<file path="config.mk">
export PLATFORM = sky130hd
export DESIGN_NAME = reg_file_mp
export DESIGN_NICKNAME = d
export VERILOG_FILES = /design/src/rtl/reg_file_mp.sv
export SDC_FILE = /design/constraint.sdc
export NUM_CORES = 2
export LEC_CHECK = 0
export BUFFER_PORTS_ARGS = -buffer_cell sky130_fd_sc_hd__buf_2
export CAP_MARGIN = 10
export CORE_MARGIN = 2
export CORE_UTILIZATION = 55
export DETAILED_ROUTE_END_ITERATION = 7
export GPL_TIMING_DRIVEN = 0
export PLACE_DENSITY_LB_ADDON = 0.08
export SYNTH_ARGS = -nofsm -noshare
export SYNTH_HDL_FRONTEND = slang
export SYNTH_SLANG_ARGS = --single-unit
</file>
<file path="constraint.sdc">
create_clock -name clk_in -period 6.4 [get_ports clk_in]
set_clock_uncertainty 0.1 [all_clocks]
set_input_delay 1.28 -clock clk_in [delete_from_list [all_inputs] [get_ports clk_in]]
set_output_delay 1.28 -clock clk_in [all_outputs]
set_load 0.01 [all_outputs]
</file>
<file path="src/rtl/reg_file_mp.sv">
// reg_file_mp: multi-read, dual-write register file with self-initialisation.
// Entries are seeded one per cycle after reset, then served with write-first reads.
module reg_file_mp #(
    parameter int DATA_W = 32,
    parameter int ADDR_W = 5,
    parameter int NUM_RD = 2,
    parameter bit R0_ZERO = 1'b1,
    parameter int SP_IDX = 29,
    parameter logic [DATA_W-1:0] SP_INIT = DATA_W'(32'h0000_1000)
) (
    input  logic                     clk_in,
    input  logic                     rst_n_in,
    input  logic                     stall_in,
    input  logic [NUM_RD*ADDR_W-1:0] rd_addr_in,
    output logic [NUM_RD*DATA_W-1:0] rd_data_out,
    input  logic                     wa_we_in,
    input  logic [ADDR_W-1:0]        wa_addr_in,
    input  logic [DATA_W-1:0]        wa_data_in,
    input  logic                     wb_we_in,
    input  logic [ADDR_W-1:0]        wb_addr_in,
    input  logic [DATA_W-1:0]        wb_data_in,
    output logic                     ready_out,
    output logic [ADDR_W-1:0]        init_idx_out
);

    localparam int DEPTH = 1 << ADDR_W;

    typedef enum logic {
        ST_INIT = 1'b0,
        ST_RUN  = 1'b1
    } state_t;

    state_t state_q;
    state_t state_d;

    logic [ADDR_W-1:0] cnt_q;
    logic [ADDR_W-1:0] cnt_d;
    logic              init_last;

    logic [DATA_W-1:0] mem_q [DEPTH];
    logic [DATA_W-1:0] init_val;

    logic run_upd;
    logic wa_ok;
    logic wb_ok;

    logic [ADDR_W-1:0] rd_addr [NUM_RD];
    logic [DATA_W-1:0] rd_next [NUM_RD];
    logic [NUM_RD*DATA_W-1:0] rd_q;

    assign init_last = (cnt_q == ADDR_W'(DEPTH - 1));

    // Writes only land in RUN, out of reset and when the pipe is not stalled;
    // address 0 is hard-wired when R0_ZERO is set.
    assign run_upd = rst_n_in && (state_q == ST_RUN) && !stall_in;
    assign wa_ok   = run_upd && wa_we_in && !(R0_ZERO && (wa_addr_in == '0));
    assign wb_ok   = run_upd && wb_we_in && !(R0_ZERO && (wb_addr_in == '0));

    // State and init counter register.
    always_ff @(posedge clk_in) begin
        if (!rst_n_in) begin
            state_q <= ST_INIT;
            cnt_q   <= '0;
        end else begin
            state_q <= state_d;
            cnt_q   <= cnt_d;
        end
    end

    // Next state: walk every entry once, ignoring stall, then run forever.
    always_comb begin
        state_d = state_q;
        cnt_d   = cnt_q;
        unique case (state_q)
            ST_INIT: begin
                cnt_d = cnt_q + ADDR_W'(1);
                if (init_last) begin
                    state_d = ST_RUN;
                    cnt_d   = '0;
                end
            end
            ST_RUN: begin
                cnt_d = '0;
            end
            default: begin
                state_d = ST_INIT;
                cnt_d   = '0;
            end
        endcase
    end

    // Seed value for the entry being initialised.
    always_comb begin
        init_val = DATA_W'(cnt_q);
        if (cnt_q == ADDR_W'(SP_IDX)) begin
            init_val = SP_INIT;
        end
        if (R0_ZERO && (cnt_q == '0)) begin
            init_val = '0;
        end
    end

    // Storage update; port B is applied last so it wins a same-address clash.
    always_ff @(posedge clk_in) begin
        if (rst_n_in && (state_q == ST_INIT)) begin
            mem_q[cnt_q] <= init_val;
        end else begin
            if (wa_ok) begin
                mem_q[wa_addr_in] <= wa_data_in;
            end
            if (wb_ok) begin
                mem_q[wb_addr_in] <= wb_data_in;
            end
        end
    end

    // Per-port write-first lookup: B beats A beats storage, R0 beats all.
    always_comb begin
        for (int k = 0; k < NUM_RD; k++) begin
            rd_addr[k] = rd_addr_in[k*ADDR_W +: ADDR_W];
            rd_next[k] = mem_q[rd_addr[k]];
            if (wa_ok && (wa_addr_in == rd_addr[k])) begin
                rd_next[k] = wa_data_in;
            end
            if (wb_ok && (wb_addr_in == rd_addr[k])) begin
                rd_next[k] = wb_data_in;
            end
            if (R0_ZERO && (rd_addr[k] == '0)) begin
                rd_next[k] = '0;
            end
        end
    end

    // Registered read data: zero in reset/INIT, held while stalled.
    always_ff @(posedge clk_in) begin
        if (!rst_n_in) begin
            rd_q <= '0;
        end else if (state_q == ST_INIT) begin
            rd_q <= '0;
        end else if (!stall_in) begin
            for (int k = 0; k < NUM_RD; k++) begin
                rd_q[k*DATA_W +: DATA_W] <= rd_next[k];
            end
        end
    end

    assign rd_data_out  = rd_q;
    assign ready_out    = (state_q == ST_RUN);
    assign init_idx_out = (state_q == ST_INIT) ? cnt_q : '0;

endmodule
</file>
==> qor.yml <==
sta:
  min_period_ns: 5.10
  holdWs_ns: 0.522
  worst_pin_slew_ns: 1.46
  fmax_mhz: 196
  finalHoldViolCount: 0
  setup_violations: 0
  period_share_pct: 79.6
  layout_setup_ws_ns: 1.30
  slew_violations: 0
  slew-limit-headroom_pct: 2.46
  grt_setup_unrepaired: "no"
setup_path:
  path_cells: "buf_2, buf_2, buf_2, buf_2, mux2i_1, o22ai_1, and2_1, o311a_1"
  worst_path_most_repeated_cell: "buf_2"
  cp.arrival_ns: 5.63
  required_ns: 6.93
  path_max_fanout: 10
  crit_slowest_cell: "mux2i_1"
  reg2reg_depth: 6
  critPathKind: "primary input to flip-flop"
  reg2reg_from: "ready_out$_SDFF_PN0_"
  start_kind: "primary input"
  worstSetupEndpointType: "flip-flop"
  r2r_end: "mem_q[31][25]$_DFFE_PP_"
  r2r_slack_ns: 2.23
  slowest_delay_ns: 1.04
power_and_ir_drop:
  power.leakage_nw: 25.1
  power.switching_w: 0.00443
  seqPwrFrac_pct: 46.5
  p_int_w: 0.0123
  power_density_mw_per_mm2: 236
  peakVddDrop_uv: 239
  p_sw_share_pct: 26.5
  combPwrFrac_pct: 10.5
  power_frac_clock_pct: 43.1
yosys:
  ys_types: 62
  synthesis.instances: 5779
  ys_seq_elements: 1094
  synth_nets: 5872
  syn-mean-instance-area_um2: 11.0
  yosysWarnings: 0
  synth_seq_area_share_pct: 50.7
  syn_area_mm2: 0.0634
  async_flop_share_pct: 0
  synth_edf_count: 1024
  ys.flop_type: "edfxtp_1"
die:
  die_area_mm2: 0.118
  ios: 159
  coreArea_mm2: 0.114
  die_h_um: 344
  rows: 124
  die_w_um: 344
  start_util_pct: 55.4
grt:
  grt_pass1_wl_mm: 392
  grt_overflow: 0
  grt_pass1_vias: 50400
  grtUsageTotal_pct: 48.5
  grt_max_degree: 29
  antenna_found_initial: 15
layout:
  final_util_pct: 62.1
  layout_commonest_cell: "edfxtp_1"
  instances_no_fill: 7682
  layout_common_cells: "edfxtp_1, nand2_1, o21ai_0"
  final_area_mm2: 0.0710
  nNetsFinal: 6148
  area_delta_synth_final_pct: 12.1
  drive_gt1_share_pct: 14.7
place:
  dp_hpwl_mm: 232
  dp_worst_setup_slack_ns: 0.928
  placed_cell_area_mm2: 0.0669
  gp_congestion: 1.10
  placed_cells_incl_taps: 7439
  portBuffers: 109
clock_tree:
  cts.clk_slew.worst_paths_ns: 0.07
  cts.repair.resized: 0
  worstSkewPairLatency_ns: 0.74
  cts-root-buf: "clkbuf_16"
  htree_num_levels: 3
  postCtsSetupBuffers: 0
  hold_buffers: 0
  cts_buffers: 116
  tritoncts: "built"
  clock_sinks: 1094
  cts.path.max_buffers: 3
worst_hold_path:
  holdPathEnd: "cnt_q[0]$_SDFF_PP0_"
  hold_class: "flip-flop to flip-flop"
  min-delay-start: "cnt_q[0]$_SDFF_PP0_"
  hold_depth: 1
drt:
  num_vias: 55000
  drt_iter0_markers: 9872
  wirelength_mm: 290
  drtPass1Iterations: 8
  drc: 1
  ant_nets: 0
  post_drt_wl_per_cell_um: 37.7
  avgViaCountPerCell: 7.16
job:
  drv.max_cap_violation_count: 0
outcome:
  outcome: "complete, but fails checks"
  violations: "design-rule violations"
-- through the flow --
stage | TNS [ns] | total power (W)
2_1_floorplan | 0 | 0.00884
3_3_place_gp | -1276.30 | 0.00952
3_5_place_dp | 0 | 0.00955
4_1_cts | 0 | 0.0165
5_1_grt | 0 | 0.0169
6_report | 0 | 0.0168
-- worst max path at each step --
stage | start | end | slack (ns)
floorplan | wa_addr_in[3] | mem_q[4][0]$_DFFE_PP_ | 0.64
global placement | wa_addr_in[1] | mem_q[31][28]$_DFFE_PP_ | -1.72
detailed placement | rd_addr_in[6] | rd_data_out[61]$_SDFFE_PP0N_ | 0.93
CTS | rd_addr_in[6] | rd_data_out[61]$_SDFFE_PP0N_ | 1.70
global route | rd_addr_in[6] | rd_data_out[61]$_SDFFE_PP0N_ | 1.41
finish | rd_addr_in[6] | rd_data_out[60]$_SDFFE_PP0N_ | 1.30
-- synthesized netlist by cell type, drive strengths merged, types with 2 or more instances --
cell        n  share of area (%)
or4         3              0.041
nand4       3              0.030
a21oi     258                2.0
or2         8              0.079
o221ai    124                1.7
a221o      30               0.47
o22ai      92               0.91
xnor2      16               0.22
ha          4              0.079
clkbuf    545                3.2
a21boi      2              0.036
nor4       63               0.62
o311a      62               0.98
o31a        2              0.028
a22oi      15               0.19
a22o       30               0.41
nand2b      9              0.089
and2       38               0.38
edfxtp   1024                 49
inv        43               0.25
o21ai     903                7.1
nor2      234                1.4
and4b       2              0.032
nor3b       2              0.024
a31o        2              0.028
nand3      27               0.21
mux4      314                 11
xor2        6              0.083
o2bb2ai     2              0.028
nand3b      5              0.059
o41ai       2              0.028
o211ai     64               0.76
mux2       10               0.18
dfxtp      70                2.2
or3         4              0.039
nand2     957                5.7
nor2b      35               0.35
o21a        3              0.036
o2111ai     4              0.055
mux2i     458                7.2
nor3       75               0.83
a211oi     48               0.57
o31ai       3              0.043
buf       173                1.5
-- area by class of cell --
cell class,instances,area (um^2)
Antenna cell,13,32.5
Buffer,718,2990
Clock buffer,141,3070
Clock inverter,79,860
Fill cell,9265,43300
Inverter,43,161
Multi-Input combinational cell,3924,28500
Sequential cell,1094,32200
Tap cell,1512,1890
Timing Repair Buffer,158,1420
-- sequential cells by signal (all words and copies together), names as in the netlist --
| name | count |
|---|---|
| mem_q | 1024 |
| rd_data_out | 64 |
| cnt_q | 5 |
| ready_out | 1 |
-- layer usage --
layer	vias up	part of all wire, %	routed length (um)	track usage [%]
met2	4730	40	115000	65.7
met1	27100	36	105000	63.2
met3	692	18	52600	25.6
met5	-	0.20	579	1.32
met4	12	5.8	16700	23.3
li1	22500	-	-	-
-- logic make-up after synthesis --
| kind of cell | Yosys count | share of synthesized area, % |
|---|---|---|
| muxes | 782 | 18.6 |
| DFF | 1094 | 50.7 |
| xor gates and xnor gates | 22 | 0.304 |
| and+or+nand+nor | 1467 | 9.85 |
| buffers and inverters | 761 | 4.98 |
| adders and majority gates | 4 | 0.0790 |
| AOI/OAI and AO/OA | 1649 | 15.5 |
-- critical path, delay by kind of cell --
family / cells / cell delay, ns
buf+inv: 4 / 2.48
mux: 1 / 1.04
compound gates: 2 / 0.50
simple gates: 1 / 0.28
-- power by group through the flow --
stage          clock (W)  combinational [W]  sequential, W
4_1_cts          0.00712            0.00162        0.00779
2_1_floorplan          0           0.000908        0.00793
5_1_grt          0.00737            0.00175        0.00779
3_3_place_gp           0            0.00158        0.00794
3_5_place_dp           0            0.00161        0.00794
6_report         0.00722            0.00176        0.00779
No activity file was read; power rests on OpenSTA's default activity.
